### src/rtl/cla_serial_adder_ctrl_if.sv
// Valid/ready bundle between the operand source, the nibble-serial adder and the result consumer.
interface cla_serial_adder_ctrl_if #(
    parameter int WIDTH = 16
);
    logic             in_valid;
    logic             in_ready;
    logic [WIDTH-1:0] a;
    logic [WIDTH-1:0] b;
    logic             c_in;
    logic             op_sub;
    logic             out_valid;
    logic             out_ready;
    logic [WIDTH-1:0] sum;
    logic             c_out;
    logic             overflow;
    logic             busy;

    modport master (
        output in_valid, a, b, c_in, op_sub, out_ready,
        input  in_ready, out_valid, sum, c_out, overflow, busy
    );

    modport slave (
        input  in_valid, a, b, c_in, op_sub, out_ready,
        output in_ready, out_valid, sum, c_out, overflow, busy
    );
endinterface

### src/rtl/cla_serial_adder_ctrl.sv
// WIDTH-bit add/subtract built from one reused 4-bit carry-lookahead slice,
// one nibble per cycle, LSB nibble first, with valid/ready on both sides.
module cla_serial_adder_ctrl #(
    parameter int WIDTH = 16
) (
    input  logic                    clk,
    input  logic                    rst_n,
    cla_serial_adder_ctrl_if.slave  bus_if
);
    localparam int NIB   = WIDTH / 4;
    localparam int CNT_W = (NIB > 1) ? $clog2(NIB) : 1;
    localparam logic [CNT_W-1:0] LAST = CNT_W'(NIB - 1);

    if ((WIDTH % 4) != 0 || WIDTH < 8) begin : g_bad_width
        $error("cla_serial_adder_ctrl: WIDTH must be a multiple of 4 and at least 8");
    end

    typedef enum logic [1:0] {IDLE, RUN, DONE} state_e;

    state_e           state_q, state_d;
    logic [CNT_W-1:0] cnt_q, cnt_d;
    logic [WIDTH-1:0] a_q, a_d, b_q, b_d, res_q, res_d, sum_q, sum_d;
    logic             carry_q, carry_d;
    logic             a_msb_q, a_msb_d, b_msb_q, b_msb_d;
    logic             c_out_q, c_out_d, ovf_q, ovf_d;

    logic [3:0] sl_p, sl_g, sl_sum;
    logic [4:0] sl_c;

    // Single 4-bit lookahead slice fed from the low nibbles of the shift registers.
    assign sl_p    = a_q[3:0] ^ b_q[3:0];
    assign sl_g    = a_q[3:0] & b_q[3:0];
    assign sl_c[0] = carry_q;
    assign sl_c[1] = sl_g[0] | (sl_p[0] & carry_q);
    assign sl_c[2] = sl_g[1] | (sl_p[1] & sl_g[0]) | (sl_p[1] & sl_p[0] & carry_q);
    assign sl_c[3] = sl_g[2] | (sl_p[2] & sl_g[1]) | (sl_p[2] & sl_p[1] & sl_g[0])
                   | (sl_p[2] & sl_p[1] & sl_p[0] & carry_q);
    assign sl_c[4] = sl_g[3] | (sl_p[3] & sl_g[2]) | (sl_p[3] & sl_p[2] & sl_g[1])
                   | (sl_p[3] & sl_p[2] & sl_p[1] & sl_g[0])
                   | (sl_p[3] & sl_p[2] & sl_p[1] & sl_p[0] & carry_q);
    assign sl_sum  = sl_p ^ sl_c[3:0];

    always_comb begin
        // NOTE: every next-state signal takes its held value first so no path infers a latch.
        state_d = state_q;
        cnt_d   = cnt_q;
        a_d     = a_q;
        b_d     = b_q;
        res_d   = res_q;
        sum_d   = sum_q;
        carry_d = carry_q;
        a_msb_d = a_msb_q;
        b_msb_d = b_msb_q;
        c_out_d = c_out_q;
        ovf_d   = ovf_q;

        unique case (state_q)
            IDLE: begin
                if (bus_if.in_valid) begin
                    // Subtract is a + ~b + ~borrow, so invert B and the carry-in here.
                    a_d     = bus_if.a;
                    b_d     = bus_if.op_sub ? ~bus_if.b : bus_if.b;
                    carry_d = bus_if.c_in ^ bus_if.op_sub;
                    cnt_d   = '0;
                    a_msb_d = bus_if.a[WIDTH-1];
                    b_msb_d = bus_if.b[WIDTH-1] ^ bus_if.op_sub;
                    state_d = RUN;
                end
            end
            RUN: begin
                res_d   = {sl_sum, res_q[WIDTH-1:4]};
                a_d     = {4'b0, a_q[WIDTH-1:4]};
                b_d     = {4'b0, b_q[WIDTH-1:4]};
                carry_d = sl_c[4];
                cnt_d   = cnt_q + 1'b1;
                if (cnt_q == LAST) begin
                    sum_d   = {sl_sum, res_q[WIDTH-1:4]};
                    c_out_d = sl_c[4];
                    ovf_d   = (a_msb_q == b_msb_q) && (sl_sum[3] != a_msb_q);
                    state_d = DONE;
                end
            end
            DONE: begin
                if (bus_if.out_ready) state_d = IDLE;
            end
            default: state_d = IDLE;
        endcase
    end

    // NOTE: datapath registers are reset as well, since sum and flags must read zero out of reset.
    always_ff @(posedge clk or negedge rst_n) begin
        if (!rst_n) begin
            state_q <= IDLE;
            cnt_q   <= '0;
            a_q     <= '0;
            b_q     <= '0;
            res_q   <= '0;
            sum_q   <= '0;
            carry_q <= 1'b0;
            a_msb_q <= 1'b0;
            b_msb_q <= 1'b0;
            c_out_q <= 1'b0;
            ovf_q   <= 1'b0;
        end else begin
            // NOTE: non-blocking assignments so every register samples pre-edge values.
            state_q <= state_d;
            cnt_q   <= cnt_d;
            a_q     <= a_d;
            b_q     <= b_d;
            res_q   <= res_d;
            sum_q   <= sum_d;
            carry_q <= carry_d;
            a_msb_q <= a_msb_d;
            b_msb_q <= b_msb_d;
            c_out_q <= c_out_d;
            ovf_q   <= ovf_d;
        end
    end

    assign bus_if.in_ready  = (state_q == IDLE) && rst_n;
    assign bus_if.out_valid = (state_q == DONE);
    assign bus_if.busy      = (state_q != IDLE);
    assign bus_if.sum       = sum_q;
    assign bus_if.c_out     = c_out_q;
    assign bus_if.overflow  = ovf_q;
endmodule

### src/flat_wrapper.sv
// flat-port wrapper written by rule: the top's interface ports become plain ports
module cla_serial_adder_ctrl_flat 
#(
    parameter int WIDTH = 16
)
  (clk, rst_n, bus_if_in_valid, bus_if_a, bus_if_b, bus_if_c_in, bus_if_op_sub, bus_if_out_ready, bus_if_in_ready, bus_if_out_valid, bus_if_sum, bus_if_c_out, bus_if_overflow, bus_if_busy);
  cla_serial_adder_ctrl_if #(.WIDTH(WIDTH)) bus_if_i ();
  input  logic clk;
  input  logic rst_n;
  input wire logic [$bits(bus_if_i.in_valid)-1:0] bus_if_in_valid;
  input wire logic [$bits(bus_if_i.a)-1:0] bus_if_a;
  input wire logic [$bits(bus_if_i.b)-1:0] bus_if_b;
  input wire logic [$bits(bus_if_i.c_in)-1:0] bus_if_c_in;
  input wire logic [$bits(bus_if_i.op_sub)-1:0] bus_if_op_sub;
  input wire logic [$bits(bus_if_i.out_ready)-1:0] bus_if_out_ready;
  output wire logic [$bits(bus_if_i.in_ready)-1:0] bus_if_in_ready;
  output wire logic [$bits(bus_if_i.out_valid)-1:0] bus_if_out_valid;
  output wire logic [$bits(bus_if_i.sum)-1:0] bus_if_sum;
  output wire logic [$bits(bus_if_i.c_out)-1:0] bus_if_c_out;
  output wire logic [$bits(bus_if_i.overflow)-1:0] bus_if_overflow;
  output wire logic [$bits(bus_if_i.busy)-1:0] bus_if_busy;
  assign bus_if_i.in_valid = bus_if_in_valid;
  assign bus_if_i.a = bus_if_a;
  assign bus_if_i.b = bus_if_b;
  assign bus_if_i.c_in = bus_if_c_in;
  assign bus_if_i.op_sub = bus_if_op_sub;
  assign bus_if_i.out_ready = bus_if_out_ready;
  assign bus_if_in_ready = bus_if_i.in_ready;
  assign bus_if_out_valid = bus_if_i.out_valid;
  assign bus_if_sum = bus_if_i.sum;
  assign bus_if_c_out = bus_if_i.c_out;
  assign bus_if_overflow = bus_if_i.overflow;
  assign bus_if_busy = bus_if_i.busy;
  cla_serial_adder_ctrl #(.WIDTH(WIDTH)) u_core (.clk(clk), .rst_n(rst_n), .bus_if(bus_if_i));
endmodule
### config.mk
export PLATFORM = sky130hd
export DESIGN_NAME = cla_serial_adder_ctrl_flat
export DESIGN_NICKNAME = d
export VERILOG_FILES = /design/src/rtl/cla_serial_adder_ctrl_if.sv /design/src/rtl/cla_serial_adder_ctrl.sv /design/src/flat_wrapper.sv
export SDC_FILE = /design/constraint.sdc
export NUM_CORES = 1
export LEC_CHECK = 0
export ABC_AREA = 1
export BUFFER_PORTS_ARGS = -buffer_cell sky130_fd_sc_hd__buf_2
export CORE_MARGIN = 1
export CORE_UTILIZATION = 45
export DETAILED_ROUTE_END_ITERATION = 7
export MAX_ROUTING_LAYER = met4
export PLACE_DENSITY = 0.67
export SLEW_MARGIN = 5
export SYNTH_ARGS = -nofsm -noshare
export SYNTH_HDL_FRONTEND = slang
export SYNTH_SLANG_ARGS = --single-unit
### constraint.sdc
create_clock -name clk -period 1.55 [get_ports clk]
set_input_delay 0.155 -clock clk [delete_from_list [all_inputs] [get_ports clk]]
set_output_delay 0.155 -clock clk [all_outputs]
set_load 0.02 [all_outputs]
# --- Word level (Yosys, flattened, before mapping) ---
# Index checks and enable logic that the tools add are counted.
op_classes:
  add_sub_neg: 1
  n_eq_ne: 8
  mux: 13
  n_bitwise: 32
  n_reduce_logical: 9
ops:
  columns: ["cell", "n"]
  rows:
  - ["one-hot mux 16 bit (2 select lines)", 2]
  - ["two-way mux 16 bit", 3]
  - ["bitwise AND 1 bit", 16]
  - ["NOT 16 bit", 1]
  - ["OR 1 bit", 10]
  - ["two-way mux 2 bit", 4]
  - ["XOR 4 bit", 2]
  - ["one-hot mux 2 bit (3 select lines)", 1]
  - ["AND reduction 2 bit", 3]
  - ["bitwise AND 4 bit", 1]
  - ["== test 2 bit (second input constant)", 2]
  - ["!= test 2 bit (second input constant)", 2]
  - ["one-hot mux 2 bit (2 select lines)", 1]
  - ["nonzero test 2 bit", 2]
  - ["AND reduction 3 bit", 1]
  - ["adder 2 x 1 -> 2 bit (second input constant)", 1]
  - ["== test 2 x 1 -> 1 bit (second input constant)", 1]
  - ["logical AND 1 bit", 2]
  - ["zero test 2 bit", 1]
  - ["!= test 2 x 1 -> 1 bit (second input constant)", 1]
  - ["one-hot mux 1 bit (2 select lines)", 1]
  - ["XOR 1 bit", 2]
  - ["== test 1 bit", 1]
  - ["two-way mux 1 bit", 1]
  - ["!= test 1 bit", 1]
word_totals:
  register_bits: 73
  wordCells: 74

# --- Longest topological paths before layout ---
logic_depth:
  word_depth: 8
  depth_mapped: 9

# --- Least setup slack after synthesis ---
# OpenSTA, ideal clock, no wires.
synth_timing:
  kind: "register to register"
  start: "register u_core.b_q[2]"
  end: "register u_core.carry_q"
  setup_ns: 0.130
  arrival_time_ns: 1.314
  required_time_ns: 1.420
  slack_ns: 0.106
  stages_incl_launch_ff: 9
  path_buffers: 0
  synth_period_minus_slack_ns: 1.444
  path_cell_list: "dfrtp_1 ha_1 or2_0 nand2_1 nand2_1 nand2_1 nand2_1 nand2_1 o211ai_1"
synth_between:
  elab_chain_len: 7
synth_lines:
  columns: ["element", "line_no", "text"]
  rows:
  - ["start, declared", "cla_serial_adder_ctrl.sv:22", "logic [WIDTH-1:0] a_q, a_d, b_q, b_d, res_q, res_d, sum_q, sum_d;"]
  - ["start signal, assigned", "cla_serial_adder_ctrl.sv:96", "b_q <= '0;"]
  - ["start signal, assigned", "cla_serial_adder_ctrl.sv:109", "b_q <= b_d;"]
  - ["bitwise AND 4 bit or XOR 4 bit (tied branches)", "cla_serial_adder_ctrl.sv:32, cla_serial_adder_ctrl.sv:31", null]
  - ["bitwise AND 1 bit, on equally long branches", "cla_serial_adder_ctrl.sv:38, cla_serial_adder_ctrl.sv:39, cla_serial_adder_ctrl.sv:40", null]
  - ["OR 1 bit, or another cell as far along (2 in a row)", "cla_serial_adder_ctrl.sv:38", "assign sl_c[4] = sl_g[3] | (sl_p[3] & sl_g[2]) | (sl_p[3] & sl_p[2] & sl_g[1])"]
  - ["OR 1 bit or bitwise AND 1 bit (tied branches)", "cla_serial_adder_ctrl.sv:39, cla_serial_adder_ctrl.sv:40", null]
  - ["OR 1 bit *", "cla_serial_adder_ctrl.sv:40", "| (sl_p[3] & sl_p[2] & sl_p[1] & sl_p[0] & carry_q);"]
  - ["one-hot mux 1 bit (2 select lines) *", "cla_serial_adder_ctrl.sv:57", "unique case (state_q)"]
  - ["end signal, assigned", "cla_serial_adder_ctrl.sv:112", "carry_q <= carry_d;"]
  - ["end, declared", "cla_serial_adder_ctrl.sv:23", "logic carry_q, carry_d;"]
# Mark *: on every way between the ends. The rest lies on a longest branch, timed or not.
# A chain may end at the register's enable or synchronous reset.

# --- Worst setup path in the final report ---
# Ends and elaborated chain as after synthesis.

==> impl_results.md <==
- Hold-critical path depth: 3
- Status: finished clean
- Gpl congestion: 0.839
- Total number of vias: 2382
- Worst hold slack: 0.0597 ns
- Tightest Pin Transition: 0.695 ns
- Num rows: 29
- WP data required: 1.75 ns
- Crit path kind: reg -> reg
- Fmax: 675 MHz
- Worst-Skew Late Latency: 0.33 ns
- Pwr dens: 2260 mW/mm²
- Global-route wire length before repair: 11.1 mm
- Initial Utilization: 47.8%
- Syn-to-layout area delta: 19.6%
- Largest net degree at the start of global routing: 56
- Clock skew: 0.00615 ns
- Die height: 85.3 µm
- Period utilisation layout: 95.6%
- Share of post-route cells with drive strength above 1: 26.8%
- Max-slew headroom: 53.6%
- Placed Cells: 458
- Synth Instances: 328
- Leak Pwr: 0.00185 µW
- Maximum vdd ir drop: 0.930 mV
- Post-DR vias/cell: 4.99
- Max Slew Vio Count: 0
- Synth Register Bits: 69
- Max-cap violations: 0
- Syn Nets: 372
- Worst hold-check path type: in -> reg
- Gr usage total: 20.5%
- Critical Path AT: 1.68 ns
- Overflow after GRT: 0
- CTS Sinks: 69
- Final Util: 57.2%
- Core Area: 0.00653 mm²
- TritonCTS clock tree: built
- Antenna diode count: 0
- WL/cell: 13.7 µm
- Drt pass-1 iters: 4
- Max clock buf depth: 2
- Dpl hpwl: 4.43 mm
- Fin nets: 441
- Setup Buffers After CTS: 0
- Port-buffer cells: 58
- Fin cells: 477
- Vias in the first global route: 2312
- DRT iter0 DRCs: 164
- Sequential area share after synthesis: 55.3%
- Drt drc: 0
- Crit Path Max Fanout: 4
- Place WS: -0.0157 ns
- Area of the die: 0.00728 mm²
- Minimum clock period: 1.48 ns
- Clock transition at path regs: 0.07 ns
- Root buf cell: clkbuf_8
- Warnings from Yosys: 0
- Drt total wl: 6.54 mm
- Crit path launch type: register
- Synth cell types: 32
- Count of final setup violators: 0
- Final WS setup: 0.0684 ns
- Hold Violations, Final: 0
- H-tree depth: 3
- Setup crit end kind: register
- Die X: 85.3 µm
- Initial antenna violation count: 0
- Sum Neg Setup Slack: 0 ns
- Register-to-Register Path Depth: 8
- Syn avg cell area: 9.52 µm²
- Cts bufs inserted: 9
- DRT antenna net count: 0
- Synth Cell Area: 0.00312 mm²
- IO Count: 59
[cells by family after synthesis]
logic type               Yosys count  synth area share (%)
flip-flops                        69                  55.3
buffers and inverters             39                  6.57
AO/OA/AOI/OAI                     56                  12.5
AND/OR/NAND/NOR                  139                  17.6
XOR/XNOR                          19                  5.33
adder cells (fa/ha/maj)            6                  2.64
[per-layer routing]
layer / wire length, µm / share of wire, % / global-route usage, %
met5: 0 / 0 / -
met3: 281 / 4.3 / 6.32
met1: 3070 / 47 / 26.4
met4: 82 / 1.3 / 6.67
met2: 3110 / 48 / 31.2
[Yosys cell counts, drive strengths merged]
cell type  number  area [µm²]
o21ai          28         140
inv            21        81.3
fa              1        20.0
o221ai          1        8.76
nor2           16        60.1
buf            14         104
o31ai           1        7.51
a211oi          1        7.51
nand4           1        6.26
xnor2          18         158
xor2            1        8.76
dfrtp          69        1730
clkbuf          3        15.0
nand3           9        50.1
nand3b          1        7.51
or2             1        6.26
o211ai         12        90.1
nor3            1        5.00
o221a          11         124
a21oi           1        5.00
ha              5        62.6
a22o            1        8.76
clkinv          1        5.00
nand2         110         415
[stage by stage]
step,power [µW],cell area (µm²)
6_report,8440,3740
5_1_grt,9170,3740
4_1_cts,8320,3710
3_5_place_dp,7000,3480
3_3_place_gp,6830,3480
2_1_floorplan,5980,3120
[critical path: stages, from the launching register on]
cell and delay [ns]:
dfrtp_1 0.41, ha_4 0.26, or2_4 0.25, nand2_4 0.08
nand2_2 0.06, nand2_2 0.08, nand2_1 0.07, nand2_1 0.06
o211ai_1 0.08
[path summary, 6_finish.rpt]
path,from,end,slack [ns]
min in group asynchronous,rst_n,u_core.bus_if.sum[2]$_DFFE_PN0P_,0.35
max in group asynchronous,rst_n,u_core.a_q[7]$_DFFE_PN0P_,0.53
worst min-delay path,bus_if_a[15],u_core.a_q[15]$_DFFE_PN0P_,0.06
worst max-delay path,u_core.b_q[2]$_DFFE_PN0P_,u_core.carry_q$_DFFE_PN0P_,0.07
worst max register to register,u_core.b_q[2]$_DFFE_PN0P_,u_core.carry_q$_DFFE_PN0P_,0.07
worst min register to register,u_core.res_q[6]$_DFFE_PN0P_,u_core.bus_if.sum[2]$_DFFE_PN0P_,0.47
[sequential cells by signal, indices dropped and copies added (netlist names)]
| name | flops |
|---|---|
| u_core.b_q | 16 |
| u_core.a_msb_q | 1 |
| u_core.bus_if.c_out | 1 |
| u_core.carry_q | 1 |
| u_core.bus_if.overflow | 1 |
| u_core.bus_if.sum | 16 |
| u_core.b_msb_q | 1 |
| u_core.res_q | 12 |
| u_core.state_q | 2 |
| u_core.cnt_q | 2 |
| u_core.a_q | 16 |
[timing repair]
item                                    in CTS  in global routing
pin swaps                                    0                  1
hold buffers                                 5                  0
resized for setup                            1                  7
hold endpoints to repair                    18                  0
endpoints found under the setup margin       1                  4
[placed cells by master, fill, tap and decap left out, types with 8 or more instances in the layout]
| cell type | Yosys | layout |
|---|---|---|
| dfrtp_1 | 69 | 69 |
| buf_2 | 5 | 58 |
| clkbuf_8 | 0 | 11 |
| inv_1 | 17 | 17 |
| o211ai_1 | 12 | 12 |
| o221a_2 | 11 | 11 |
| nand2_1 | 109 | 106 |
| buf_4 | 6 | 12 |
| nand3_1 | 8 | 8 |
| o21ai_0 | 26 | 26 |
| xnor2_1 | 18 | 18 |
| nor2_1 | 16 | 16 |
[layout make-up]
cell class | instances | area, µm²
Inverter | 22 | 86.3
Sequential cell | 69 | 1730
Fill cell | 597 | 2800
Clock inverter | 2 | 10.0
Multi-Input combinational cell | 220 | 1230
Clock buffer | 12 | 155
Tap cell | 77 | 96.3
Timing Repair Buffer | 75 | 430
[power breakdown]
group,internal (µW),switching (µW)
sequential,2680,502
clock,645,601
combinational,1630,2380
Power figures use the tool's default switching activity.
